[src/rtl/core_pkg.sv]
// Shared definitions for the RV32I core: fetch FSM states and pipeline constants.
package core_pkg;

    typedef enum logic [1:0] {
        ST_BOOT  = 2'd0,
        ST_RUN   = 2'd1,
        ST_PARK  = 2'd2,
        ST_FAULT = 2'd3
    } fetch_state_t;

    // addi x0,x0,0 -- also used by decode to recognise bubbles
    localparam logic [31:0] NOP_INS      = 32'h0000_0013;
    localparam logic [31:0] RESET_PC_DEF = 32'h0000_0000;

    function automatic logic word_aligned(input logic [31:0] addr);
        return addr[1:0] == 2'b00;
    endfunction

endpackage

[src/rtl/ifid_reg.sv]
// IF/ID pipeline register. Bubble has priority over hold, hold over load.
module ifid_reg #(
    parameter logic [31:0] NOP_INS = core_pkg::NOP_INS
) (
    input  logic        clk,
    input  logic        rst,
    input  logic        load,
    input  logic        hold,
    input  logic        bubble,
    input  logic [31:0] fetch_pc,
    input  logic [31:0] fetch_ins,
    output logic [31:0] ifid_pc,
    output logic [31:0] ifid_ins,
    output logic        ifid_valid
);

    // register update: bubble clears, hold keeps, load captures the fetched word
    always_ff @(posedge clk or posedge rst) begin
        if (rst) begin
            ifid_pc    <= 32'd0;
            ifid_ins   <= NOP_INS;
            ifid_valid <= 1'b0;
        end else if (bubble) begin
            ifid_pc    <= 32'd0;
            ifid_ins   <= NOP_INS;
            ifid_valid <= 1'b0;
        end else if (hold) begin
            ifid_pc    <= ifid_pc;
            ifid_ins   <= ifid_ins;
            ifid_valid <= ifid_valid;
        end else if (load) begin
            ifid_pc    <= fetch_pc;
            ifid_ins   <= fetch_ins;
            ifid_valid <= 1'b1;
        end
    end

endmodule

[src/rtl/fetch_stage.sv]
// Instruction-fetch stage: PC register, next-PC mux and sequencing FSM.
//
//   state    | meaning
//   ---------+------------------------------------------------------------
//   ST_BOOT  | one cycle after reset, PC at reset value, IF/ID bubbled
//   ST_RUN   | fetching; redirect > out-of-range > stall > normal
//   ST_PARK  | PC past end of image, bubbles until an older jump redirects
//   ST_FAULT | misaligned redirect seen, everything frozen until reset
module fetch_stage #(
    parameter logic [31:0] RESET_PC   = core_pkg::RESET_PC_DEF,
    parameter logic [31:0] IMEM_BYTES = 32'd48,
    parameter logic [31:0] NOP_INS    = core_pkg::NOP_INS
) (
    input  logic        clk,
    input  logic        rst,
    input  logic        stall,
    input  logic        flush,
    input  logic        redirect,
    input  logic [31:0] redirect_pc,
    output logic [31:0] imem_addr,
    input  logic [31:0] imem_ins,
    output logic [31:0] ifid_pc,
    output logic [31:0] ifid_ins,
    output logic        ifid_valid,
    output logic        idle,
    output logic        fault
);

    import core_pkg::*;

    fetch_state_t state;
    fetch_state_t state_next;
    logic [31:0]  pc;
    logic [31:0]  pc_next;
    logic         ifid_load;
    logic         ifid_hold;
    logic         ifid_bubble;

    // state and PC registers
    always_ff @(posedge clk or posedge rst) begin
        if (rst) begin
            state <= ST_BOOT;
            pc    <= RESET_PC;
        end else begin
            state <= state_next;
            pc    <= pc_next;
        end
    end

    // next state, next PC and IF/ID control
    always_comb begin
        state_next  = state;
        pc_next     = pc;
        ifid_load   = 1'b0;
        ifid_hold   = 1'b0;
        ifid_bubble = 1'b0;
        unique case (state)
            ST_BOOT: begin
                ifid_bubble = 1'b1;
                state_next  = ST_RUN;
            end
            ST_RUN: begin
                if (redirect) begin
                    // a redirect bubbles IF/ID even under stall
                    ifid_bubble = 1'b1;
                    if (word_aligned(redirect_pc)) begin
                        pc_next = redirect_pc;
                    end else begin
                        state_next = ST_FAULT;
                    end
                end else if (pc >= IMEM_BYTES) begin
                    ifid_bubble = 1'b1;
                    state_next  = ST_PARK;
                end else if (stall) begin
                    ifid_hold   = 1'b1;
                    ifid_bubble = flush;
                end else begin
                    ifid_load   = 1'b1;
                    ifid_bubble = flush;
                    pc_next     = pc + 32'd4;
                end
            end
            ST_PARK: begin
                ifid_bubble = 1'b1;
                if (redirect) begin
                    if (word_aligned(redirect_pc)) begin
                        pc_next    = redirect_pc;
                        state_next = ST_RUN;
                    end else begin
                        state_next = ST_FAULT;
                    end
                end
            end
            ST_FAULT: begin
                ifid_bubble = 1'b1;
            end
            default: begin
                ifid_bubble = 1'b1;
                state_next  = ST_FAULT;
            end
        endcase
    end

    assign imem_addr = pc;
    assign idle      = (state == ST_PARK);
    assign fault     = (state == ST_FAULT);

    ifid_reg #(
        .NOP_INS(NOP_INS)
    ) u_ifid_reg (
        .clk       (clk),
        .rst       (rst),
        .load      (ifid_load),
        .hold      (ifid_hold),
        .bubble    (ifid_bubble),
        .fetch_pc  (pc),
        .fetch_ins (imem_ins),
        .ifid_pc   (ifid_pc),
        .ifid_ins  (ifid_ins),
        .ifid_valid(ifid_valid)
    );

endmodule

[config.mk]
export PLATFORM = sky130hd
export DESIGN_NAME = fetch_stage
export DESIGN_NICKNAME = d
export VERILOG_FILES = /design/src/rtl/core_pkg.sv /design/src/rtl/ifid_reg.sv /design/src/rtl/fetch_stage.sv
export SDC_FILE = /design/constraint.sdc
export NUM_CORES = 1
export LEC_CHECK = 0
export ABC_AREA = 0
export CAP_MARGIN = 20
export CORE_MARGIN = 2
export CORE_UTILIZATION = 44
export CTS_CLUSTER_SIZE = 14
export DETAILED_ROUTE_END_ITERATION = 12
export PLACE_DENSITY = 0.83
export SYNTH_ARGS = -nofsm -noshare
export SYNTH_HDL_FRONTEND = slang
export SYNTH_SLANG_ARGS = --single-unit
[constraint.sdc]
create_clock -name clk -period 4.7 [get_ports clk]
set_input_delay 1.41 -clock clk [delete_from_list [all_inputs] [get_ports clk]]
set_output_delay 1.41 -clock clk [all_outputs]
set_load 0.02 [all_outputs]
==> impl_metrics.env, run 1 <==
export IMPL_multiInputGateArea_mm2=0.00172
export IMPL_syn_num_nets=460
export IMPL_synth_seq_cells=99
export IMPL_cts_setup_buffers=0
export IMPL_syn_cell_area_mm2=0.00434
export IMPL_coreArea_mm2=0.00968
export IMPL_sw_frac_of_total_pct=37.1
export IMPL_p_leak_nw=2.53
export IMPL_drt_iter0_drc=191
export IMPL_drc=0
export IMPL_rsz0062_at_grt="false"
export IMPL_cts_sinks=99
export IMPL_drv_slew=0
export IMPL_p_total_mw=2.65
export IMPL_ys_seq_area_share_pct=57.1
export IMPL_nNetsFinal=625
export IMPL_pwr_share_seq_pct=44.3
export IMPL_critPathLaunchType="primary input"
export IMPL_antenna_found_initial=0
export IMPL_track_usage_pct=20.9
export IMPL_clkLatencyLatePin_ps=360
export IMPL_fin_util_pct=65.2
export IMPL_die_h_um=103
export IMPL_grt_overflow=0
export IMPL_cp_required_ps=4980
export IMPL_finalSetupViolCount=0
export IMPL_drv_cap=0
export IMPL_num_antenna_cells=0
export IMPL_hold_path_class="reg -> reg"
export IMPL_peakVddDrop_uv=326
export IMPL_gp_congestion=0.925
export IMPL_cts_resized=0
export IMPL_antenna_left=0
export IMPL_die_x_um=103
export IMPL_netlist_top_cell_by_area="dfrtp_1"
export IMPL_p_per_area_mw_per_mm2=421
export IMPL_setup_tns_ps=0
export IMPL_critPathMaxFanout=14
export IMPL_synth_top_area_share_pct=55.3
export IMPL_crit_arrival_ps=3780
export IMPL_synth_area_leaders="dfrtp_1 55%, mux2i_1 8.5%, nor2_1 4.9%"
export IMPL_vias=3587
export IMPL_worstSetupPathType="in -> reg"
export IMPL_synth_avg_cell_area_um2=11.3
export IMPL_fillers=762
export IMPL_synth_cells=384
export IMPL_final_common_cell="clkdlybuf4s50_1"
export IMPL_cts_tree="done"
export IMPL_synth_warnings=0
export IMPL_via_per_inst=5.22
export IMPL_path_clk_slew_ps=100
export IMPL_area_growth_pct=45.4
export IMPL_die_area_mm2=0.0107
export IMPL_ctsLongestPathBuffers=2
export IMPL_worst_slack_ps=1200
export IMPL_tightest_slew_ps=669
export IMPL_ios=168
export IMPL_design_area_mm2=0.00631
export IMPL_numCtsBuffers=9
export IMPL_synth_cell_types=43
export IMPL_cp_end_kind="flip-flop"
export IMPL_fmax_mhz=286
export IMPL_io_buffer_count=167
export IMPL_cts_root_buf="clkbuf_8"
export IMPL_power_switching_mw=0.984
export IMPL_wire_per_inst_um=16.3
export IMPL_status="complete, no violations"
export IMPL_min_period_ps=3500
export IMPL_grt_first_pass_wirelength_um=17400
export IMPL_whs_ps=494
export IMPL_dr_pass1_iters=5
export IMPL_p_comb_share_pct=36.4
export IMPL_max_slew_margin_rel_pct=55.4
export IMPL_layout_drive_gt1_share_pct=6.50
export IMPL_post_place_ws_ps=884
export IMPL_post_dp_cell_area_mm2=0.00613
export IMPL_wl_um=11200
export IMPL_period_share_pct=74.5
export IMPL_placed_cells=671
export IMPL_dpl_hpwl_um=8170
export IMPL_clockPowerShare_pct=19.3
export IMPL_layout_common_cells="167 x clkdlybuf4s50_1, 96 x dfrtp_1, 57 x nor2_1"
export IMPL_fin_cells=687
export IMPL_htree_levels=3
export IMPL_row_count=36
export IMPL_grt_max_degree=43
export IMPL_power_internal_mw=1.67
export IMPL_fin_skew_ps=11.9
export IMPL_cts_hold_buf=0
export IMPL_finalHoldViolCount=0
export IMPL_regArea_mm2=0.00248
export IMPL_start_util_pct=44.8
export IMPL_grt_pass1_vias=3425
[path summary, 6_finish.rpt]
kind / slack, ps / startpoint / endpoint / cells past startpoint
max: 1200 / redirect / imem_addr[17]$_DFFE_PP0P_ / 6
min: 490 / u_ifid_reg.ifid_pc[14]$_DFFE_PP0P_ / u_ifid_reg.ifid_pc[14]$_DFFE_PP0P_ / 1
max reg2reg: 1940 / imem_addr[6]$_DFFE_PP0P_ / imem_addr[17]$_DFFE_PP0P_ / 6
min reg2reg: 490 / u_ifid_reg.ifid_pc[14]$_DFFE_PP0P_ / u_ifid_reg.ifid_pc[14]$_DFFE_PP0P_ / 1
max in group asynchronous: 2440 / rst / u_ifid_reg.ifid_ins[0]$_DFFE_PP1P_ / 3
min in group asynchronous: 1420 / rst / u_ifid_reg.ifid_pc[19]$_DFFE_PP0P_ / 2
[cells by family (layout without fill, tap and decap cells)]
family / Yosys count / after routing / synth area share [%]
buffers and inverters: 28 / 198 / 3.40
AO/OA/AOI/OAI: 72 / 72 / 12.0
multiplexers: 40 / 40 / 9.31
flip-flops: 99 / 99 / 57.1
adder cells (fa/ha/maj): 7 / 7 / 2.02
AND/OR/NAND/NOR: 138 / 138 / 16.2
[worst max-delay path, cell delays in order]
cell and delay (ps):
clkdlybuf4s50_1 570, nor2_1 480, nand3_1 340, a21oi_4 500
buf_4 290, a2bb2oi_1 180
[flip-flops by register name (all words and copies together) (netlist names)]
signal and cells:
imem_addr 32, u_ifid_reg.ifid_valid 1, state 2, u_ifid_reg.ifid_pc 32, u_ifid_reg.ifid_ins 32
[layer usage]
metal  share of wire [%]  GRT usage (%)
met1                  45           28.9
met2                  47           33.3
met3                 6.1           3.23
met4                 1.8           8.60
met5                   0              0
[power by group through the flow]
stage | clock network (mW) | logic (mW) | registers (mW)
3_3_place_gp | 0 | 0.942 | 1.18
6_report | 0.513 | 0.966 | 1.17
2_1_floorplan | 0 | 0.388 | 1.30
3_5_place_dp | 0 | 0.964 | 1.19
4_1_cts | 0.531 | 0.970 | 1.17
5_1_grt | 0.561 | 1.04 | 1.20
[cell type report]
cell class                      instances  share of cell area (%)
Inverter                                8                   0.515
Sequential cell                        99                    39.3
Clock inverter                          7                   0.952
Tap cell                              133                    2.64
Clock buffer                            9                    1.96
Multi-Input combinational cell        257                    27.3
Timing Repair Buffer                  174                    27.3
[synthesized netlist by cell type (all sizes together)]
master	instances
a211oi	1
nor4	7
nor2b	6
nand2b	1
a2bb2oi	10
o22a	13
nor3	3
clkbuf	8
nor2	57
a22oi	1
mux2	3
a311oi	1
nand3b	1
or2	2
buf	12
a211o	3
nand3	8
dfstp	3
a41oi	2
and3	2
nand2	11
o31ai	1
o21ai	9
nand4	5
or3	1
dfrtp	96
o32ai	2
a31oi	7
nor3b	1
a21oi	11
o21a	1
o22ai	10
inv	8
and2	30
and4	3
ha	7
mux2i	37
No activity file was read; power rests on OpenSTA's default activity.
==> run 2: changes to the inputs <==
- CORE_UTILIZATION: 44 -> 40
- PLACE_DENSITY: 0.83 -> 0.8
- clock period: 4.7 -> 3 ns (I/O delays scaled with it)
==> impl_metrics.env, run 2 (same netlist as run 1, synthesis figures left out) <==
export IMPL_io_buffer_count=167
export IMPL_period_share_pct=95.7
export IMPL_grt_pass1_vias=3655
export IMPL_use_met1_pct=26.1
export IMPL_start_util_pct=40.6
export IMPL_cp_num_buf_inv=2
export IMPL_fmax_mhz=348
export IMPL_cts_setup_buffers=0
export IMPL_grt_overflow=0
export IMPL_status="complete, no violations"
export IMPL_ctsLongestPathBuffers=2
export IMPL_htree_levels=3
export IMPL_use_met2_pct=32.3
export IMPL_track_usage_pct=19.8
export IMPL_rr_worst_depth=5
export IMPL_p_comb_share_pct=36.0
export IMPL_dr_pass1_iters=4
export IMPL_row_count=38
export IMPL_path_depth=3
export IMPL_worstSetupPathType="reg -> out"
export IMPL_die_area_mm2=0.0117
export IMPL_drc=0
export IMPL_rsz0062_at_grt="false"
export IMPL_cts_root_buf="clkbuf_8"
export IMPL_crit_family="buffers and inverters"
export IMPL_grt_max_degree=100
export IMPL_r2r_start="imem_addr[16]$_DFFE_PP0P_"
export IMPL_critPathLaunchType="flip-flop"
export IMPL_power_internal_mw=2.75
export IMPL_die_x_um=108
export IMPL_path_clk_slew_ps=90
export IMPL_clkLatencyLatePin_ps=360
export IMPL_crit_end="idle"
export IMPL_nNetsFinal=630
export IMPL_critPathSlowestCell="clkdlybuf4s50_1"
export IMPL_timing_rr_end="u_ifid_reg.ifid_pc[11]$_DFFE_PP0P_"
export IMPL_area_growth_pct=47.3
export IMPL_num_antenna_cells=0
export IMPL_cts_tree="done"
export IMPL_tightest_slew_ps=504
export IMPL_use_met3_pct=3.80
export IMPL_cp_end_kind="output port"
export IMPL_drt_iter0_drc=179
export IMPL_fin_util_pct=59.8
export IMPL_max_slew_margin_rel_pct=66.4
export IMPL_wl_um=11400
export IMPL_min_period_ps=2870
export IMPL_crit_arrival_ps=1970
export IMPL_antenna_found_initial=0
export IMPL_ios=168
export IMPL_layout_common_cells="167 x clkdlybuf4s50_1, 96 x dfrtp_1, 57 x nor2_1"
export IMPL_power_switching_mw=1.50
export IMPL_drv_cap=0
export IMPL_critPathMaxStageDelay_ps=670
export IMPL_coreArea_mm2=0.0107
export IMPL_finalSetupViolCount=0
export IMPL_numCtsBuffers=9
export IMPL_antenna_left=0
export IMPL_layout_drive_gt1_share_pct=6.80
export IMPL_wire_per_inst_um=16.3
export IMPL_cts_sinks=99
export IMPL_clockPowerShare_pct=20.1
export IMPL_vias=3663
export IMPL_cts_hold_buf=0
export IMPL_via_per_inst=5.24
export IMPL_p_per_area_mw_per_mm2=665
export IMPL_cts_resized=0
export IMPL_worstPathCellList="inv_1 > ha_1 > clkdlybuf4s50_1"
export IMPL_p_leak_nw=2.57
export IMPL_dpl_hpwl_um=8300
export IMPL_hold_path_class="reg -> reg"
export IMPL_gp_congestion=0.923
export IMPL_finalHoldViolCount=0
export IMPL_cp_required_ps=2100
export IMPL_r2r_setup_slack_ps=580
export IMPL_startpoint="state[0]$_DFFE_PP0P_"
export IMPL_fin_skew_ps=10.5
export IMPL_final_common_cell="clkdlybuf4s50_1"
export IMPL_die_h_um=108
export IMPL_setup_tns_ps=0
export IMPL_grt_busiest_layer="met2"
export IMPL_drv_slew=0
export IMPL_pwr_share_seq_pct=43.8
export IMPL_grt_first_pass_wirelength_um=18100
export IMPL_critPathMaxFanout=10
export IMPL_peakVddDrop_uv=517
export IMPL_sw_frac_of_total_pct=35.3
[run 2: cell count changes in the layout (fill, tap and decap cells not counted), moves of 2 or more]
cell	change
buf_12	+2
buf_4	+3
clkbuf_1	+3
clkbuf_8	+2
inv_8	-2
[run 2: how the worst min path moves through the flow]
| stage | cells past startpoint | to | from | slack, ps |
|---|---|---|---|---|
| CTS | 1 | u_ifid_reg.ifid_pc[12]$_DFFE_PP0P_ | u_ifid_reg.ifid_pc[12]$_DFFE_PP0P_ | 500 |
| detailed placement | 1 | u_ifid_reg.ifid_pc[12]$_DFFE_PP0P_ | u_ifid_reg.ifid_pc[12]$_DFFE_PP0P_ | 470 |
| global route | 1 | u_ifid_reg.ifid_pc[12]$_DFFE_PP0P_ | u_ifid_reg.ifid_pc[12]$_DFFE_PP0P_ | 510 |
| finish | 1 | u_ifid_reg.ifid_pc[12]$_DFFE_PP0P_ | u_ifid_reg.ifid_pc[12]$_DFFE_PP0P_ | 490 |
| global placement | 1 | u_ifid_reg.ifid_pc[25]$_DFFE_PP0P_ | u_ifid_reg.ifid_pc[25]$_DFFE_PP0P_ | 470 |
| floorplan | 2 | state[1]$_DFFE_PP0P_ | state[1]$_DFFE_PP0P_ | 580 |
[run 2: power by group through the flow]
stage | combinational (mW) | clock, mW | sequential [mW]
2_1_floorplan | 0.608 | 0 | 2.04
4_1_cts | 1.54 | 0.883 | 1.86
5_1_grt | 1.64 | 0.946 | 1.90
6_report | 1.53 | 0.855 | 1.86
3_3_place_gp | 1.49 | 0 | 1.88
3_5_place_dp | 1.53 | 0 | 1.88
[run 2: cell type report]
| cell class | instances | area, um^2 |
|---|---|---|
| Tap cell | 140 | 175 |
| Sequential cell | 99 | 2480 |
| Clock inverter | 2 | 35.0 |
| Inverter | 8 | 33.8 |
| Clock buffer | 14 | 163 |
| Timing Repair Buffer | 179 | 1790 |
| Fill cell | 924 | 4300 |
| Multi-Input combinational cell | 257 | 1720 |
[run 2: stage by stage]
step           cell area, um^2  setup slack, ps  hold WS, ps  total power, mW  cells
2_1_floorplan             4350              560          582             2.64    384
3_3_place_gp              6200              176          470             3.37    683
3_5_place_dp              6200             81.3          470             3.41    683
4_1_cts                   6400              124          496             4.28    699
5_1_grt                   6400             38.3          506             4.49    699
6_report                  6400              128          489             4.25    699
[run 2: layer usage]
| metal | wire, um | up-vias | part of all wire, % |
|---|---|---|---|
| li1 | - | 1706 | - |
| met1 | 4930 | 1762 | 43 |
| met2 | 5370 | 180 | 47 |
| met3 | 924 | 15 | 8.1 |
| met4 | 191 | 0 | 1.7 |
| met5 | 0 | - | 0 |
==> run 3: changes to the inputs <==
--- a/config.mk
+++ b/config.mk
@@ -7,5 +7,6 @@
 export LEC_CHECK = 0
 export ABC_AREA = 0
-export CAP_MARGIN = 20
+export CAP_MARGIN = 5
+export CORE_ASPECT_RATIO = 1.25
 export CORE_MARGIN = 2
 export CORE_UTILIZATION = 40
==> constraint.sdc (replaced) <==
create_clock -name clk -period 3 [get_ports clk]
set_input_delay 0.9 -clock clk [delete_from_list [all_inputs] [get_ports clk]]
set_output_delay 0.9 -clock clk [all_outputs]
set_load 0.01 [all_outputs]
==> impl_metrics.env, run 3 (same netlist as run 1, synthesis figures left out) <==
export IMPL_status="complete, no violations"
export IMPL_start_util_pct=41.1
export IMPL_io_buffer_count=167
export IMPL_fmax_mhz=360
export IMPL_num_antenna_cells=0
export IMPL_period_share_pct=92.5
export IMPL_post_place_ws_ps=84.9
export IMPL_fin_cells=690
export IMPL_whs_ps=484
export IMPL_vias=3686
export IMPL_antenna_left=0
export IMPL_placed_cells=674
export IMPL_max_slew_margin_rel_pct=62.4
export IMPL_fillers=917
export IMPL_drc=0
export IMPL_critPathMaxFanout=10
export IMPL_crit_arrival_ps=1870
export IMPL_dpl_hpwl_um=8280
export IMPL_numCtsBuffers=9
export IMPL_path_clk_slew_ps=70
export IMPL_cts_resized=0
export IMPL_die_area_mm2=0.0117
export IMPL_antenna_found_initial=0
export IMPL_sw_frac_of_total_pct=31.1
export IMPL_drt_iter0_drc=230
export IMPL_wl_um=11700
export IMPL_dr_pass1_iters=4
export IMPL_drv_slew=0
export IMPL_cp_required_ps=2100
export IMPL_worstHoldPathCells=1
export IMPL_worst_slack_ps=226
export IMPL_area_growth_pct=49.5
export IMPL_wire_per_inst_um=16.9
export IMPL_die_h_um=120
export IMPL_design_area_mm2=0.00649
export IMPL_hold_path_class="reg -> reg"
export IMPL_rsz0062_at_grt="false"
export IMPL_p_per_area_mw_per_mm2=682
export IMPL_worstSetupPathType="reg -> out"
export IMPL_die_x_um=97.2
export IMPL_p_comb_share_pct=31.0
export IMPL_cts_hold_buf=0
export IMPL_grt_overflow=0
export IMPL_ctsLongestPathBuffers=2
export IMPL_clockPowerShare_pct=27.2
export IMPL_p_total_mw=4.42
export IMPL_rr_worst_depth=5
export IMPL_pwr_share_seq_pct=41.8
export IMPL_critPathLaunchType="flip-flop"
export IMPL_final_common_cell="clkdlybuf4s50_1"
export IMPL_post_dp_cell_area_mm2=0.00618
export IMPL_nNetsFinal=629
export IMPL_cts_setup_buffers=0
export IMPL_p_leak_nw=2.61
export IMPL_ios=168
export IMPL_cts_root_buf="clkbuf_16"
export IMPL_track_usage_pct=20.3
export IMPL_gp_congestion=0.892
export IMPL_power_internal_mw=3.05
export IMPL_via_per_inst=5.34
export IMPL_power_switching_mw=1.38
export IMPL_layout_drive_gt1_share_pct=6.81
export IMPL_tightest_slew_ps=564
export IMPL_cts_tree="done"
export IMPL_coreArea_mm2=0.0106
export IMPL_min_period_ps=2770
export IMPL_cp_end_kind="output port"
export IMPL_cts_sinks=99
export IMPL_setup_tns_ps=0
export IMPL_htree_levels=3
export IMPL_row_count=42
export IMPL_peakVddDrop_uv=446
export IMPL_grt_first_pass_wirelength_um=19100
export IMPL_drv_cap=0
export IMPL_clkLatencyLatePin_ps=340
export IMPL_fin_util_pct=61.5
export IMPL_grt_max_degree=100
export IMPL_grt_pass1_vias=3730
export IMPL_layout_common_cells="167 x clkdlybuf4s50_1, 96 x dfrtp_1, 57 x nor2_1"
export IMPL_fin_skew_ps=6.58
export IMPL_finalHoldViolCount=0
export IMPL_finalSetupViolCount=0
run 3: changes by cell type in the layout (fill, tap and decap cells not counted), sizes merged:
cell / change
clkinv: +1
buf: -1
clkinvlp: +1
clkbuf: -3
bufinv: +1
run 3: routing by layer:
layer	vias to the layer above	track usage, %	part of all wire, %
li1	1706	-	-
met1	1777	25.7	40
met2	170	32.6	50
met3	33	4.16	6.5
met4	0	11.1	3.9
met5	-	0	0
run 3: path summary, 6_finish.rpt:
path	start	end	slack, ps
worst max-delay path	state[0]$_DFFE_PP0P_	idle	230
worst min-delay path	u_ifid_reg.ifid_pc[14]$_DFFE_PP0P_	u_ifid_reg.ifid_pc[14]$_DFFE_PP0P_	480
worst max register to register	imem_addr[16]$_DFFE_PP0P_	u_ifid_reg.ifid_pc[8]$_DFFE_PP0P_	620
worst min register to register	u_ifid_reg.ifid_pc[14]$_DFFE_PP0P_	u_ifid_reg.ifid_pc[14]$_DFFE_PP0P_	480
max in group asynchronous	rst	state[0]$_DFFE_PP0P_	1490
min in group asynchronous	rst	u_ifid_reg.ifid_ins[28]$_DFFE_PP0P_	1030
run 3: layout make-up:
| type | instances | area (um^2) | share of cell area [%] |
|---|---|---|---|
| sequential | 99 | 2480 | 38.2 |
| timing repair buffer | 178 | 1780 | 27.4 |
| multi-input combinational | 257 | 1720 | 26.5 |
| clock buffer | 11 | 233 | 3.58 |
| tap | 132 | 165 | 2.54 |
| clock inverter | 5 | 77.6 | 1.19 |
| inverter | 8 | 33.8 | 0.520 |
run 3: worst max-delay path: stages, from the launching register on:
cell,delay [ps]
dfrtp_1,430
inv_1,130
ha_1,370
clkdlybuf4s50_1,620
run 3: power by group through the flow:
stage	registers, mW	logic, mW	clock network, mW
after floorplan	1.88	0.601	0
after global placement	1.86	1.33	0
after detailed placement	1.87	1.37	0
after CTS	1.84	1.38	1.23
after global routing	1.89	1.49	1.29
final	1.85	1.37	1.20
==> variant, RTL diff (config.mk and constraints of run 3) <==
The 4 states of `fetch_state_t` get a Gray code encoding in 2 bits.
--- a/src/rtl/core_pkg.sv
+++ b/src/rtl/core_pkg.sv
@@ -3,8 +3,8 @@
 
     typedef enum logic [1:0] {
-        ST_BOOT  = 2'd0,
-        ST_RUN   = 2'd1,
-        ST_PARK  = 2'd2,
-        ST_FAULT = 2'd3
+        ST_BOOT  = 2'b00,
+        ST_RUN   = 2'b01,
+        ST_PARK  = 2'b11,
+        ST_FAULT = 2'b10
     } fetch_state_t;
 
Function: same outputs for any inputs over 4 cycles, from zero or initial values and one cycle with rst high; so few cycles prove little.
==> variant against run 3 <==
  * Fmax up 5.2%
  * Setup slack improved by 0.14 ns
  * Core utilization grew 1.1 points
  * Area after synthesis fell by 5.1%
  * Design area down 3.1%
  * Total power about the same
  * Hold slack better by 0.0014 ns
  * Wire length fell by 3.1%
  * Synthesized cell count fell by 11%
  * Sequential cell count did not move
==> variant: results (changes against run 3) <==
post-synthesis sequential area ratio -> 60.20% (was 57.15%)
ClkCell Share -> 5.053% (was 4.779%)
Signal inverters -> 11 (was 8)
ranking of synthesized cells by area -> dfrtp_1, a22o_1, and2_1, nor2_1, a21oi_1 (was dfrtp_1, mux2i_1, nor2_1, and2_1, o22a_1)
CP max stage delay -> 0.64 ns (was 0.62 ns)
syn avg cell area -> 12.09 µm² (was 11.31 µm²)
most frequent cells after synthesis -> dfrtp_1, a22o_1, and2_1 (was dfrtp_1, nor2_1, mux2i_1)
largest net degree at the start of global routing -> 65 (was 100)
Layout fillers -> 815 (was 917)
synth unique cells -> 43 (unchanged)
fmax -> 0.3790 GHz (was 0.3604 GHz)
pre-CTS WS -> 0.2388 ns (was 0.08486 ns)
number of global-route vias before repair -> 3533 (was 3730)
CP Max Fanout -> 9 (was 10)
hold_sp -> u_ifid_reg.ifid_pc[29] (was u_ifid_reg.ifid_pc[14])
Signal buffers -> 179 (was 178)
gpl congestion -> 0.8922 (was 0.8921)
DPL Wire Length -> 8.380 mm (was 8.276 mm)
VDD IR max -> 0.0004420 V (was 0.0004464 V)
Async SR Flop Fraction -> 100.0% (unchanged)
TritonCTS Buffers -> 9 (unchanged)
r2r endpoint -> u_ifid_reg.ifid_ins[1] (was u_ifid_reg.ifid_pc[8])
Reg2Reg Setup Slack -> 0.84 ns (was 0.62 ns)
Worst EP arrival -> 1.74 ns (was 1.87 ns)
fraction of standard cell area in multi-input logic -> 23.61% (was 26.54%)
Max Clock Skew -> 0.008270 ns (was 0.006582 ns)
Sw Pwr -> 1.409 mW (was 1.378 mW)
Routed WL -> 11.32 mm (was 11.68 mm)
RR Startpoint -> imem_addr[15] (was imem_addr[16])
Post-Syn Nets -> 416 (was 460)
via/cell ratio -> 5.334 (was 5.342)
Leak -> 2.669 nW (was 2.611 nW)
layout cells sized above 1 -> 8.880% (was 6.810%)
Switching Fraction -> 31.88% (was 31.15%)
multi-input gates -> 213 (was 257)
final std cells w/o fill -> 647 (was 690)
initial drt markers -> 131 (was 230)
Hold WS -> 0.4855 ns (was 0.4841 ns)
Total GRT Usage -> 20.76% (was 20.28%)
status -> finished, final reports clean (unchanged)
WHS Endpoint -> u_ifid_reg.ifid_pc[29] (was u_ifid_reg.ifid_pc[14])
placed cells -> 631 (was 674)
slew margin rel. -> 60.78% (was 62.43%)
first-pass GRT wire length -> 18.33 mm (was 19.14 mm)
## variant: cell count changes in the layout (fill, tap and decap cells not counted), moves of 4 or more
cell | before | now
mux2i_1 | 37 | 2
a2bb2oi_1 | 10 | 0
o22a_1 | 13 | 6
nor4_1 | 7 | 3
nor2_1 | 57 | 25
a21oi_1 | 10 | 19
a22o_1 | 0 | 37
## variant: cells by family after synthesis
kind of cell    synth area share, %
simple gates                  14.27
compound gates                18.03
mux                           1.852
fa+ha+maj                     1.821
flops                         60.20
buf+inv                       3.825
## variant: metrics by stage
step / utilization [%] / instance area (µm²)
floorplan: - / 4125
global placement: 59.40 / 5972
detailed placement: 59.40 / 5972
CTS: 62.56 / 6290
global route: 62.56 / 6290
finish: 62.56 / 6290
## variant: routing by layer
layer	vias to the layer above	GRT usage [%]	part of all wire (%)
met1	1702	26.90	42
li1	1590	-	-
met3	18	4.417	7.1
met2	141	33.64	49
met5	-	0	0
met4	0	8.333	2.1
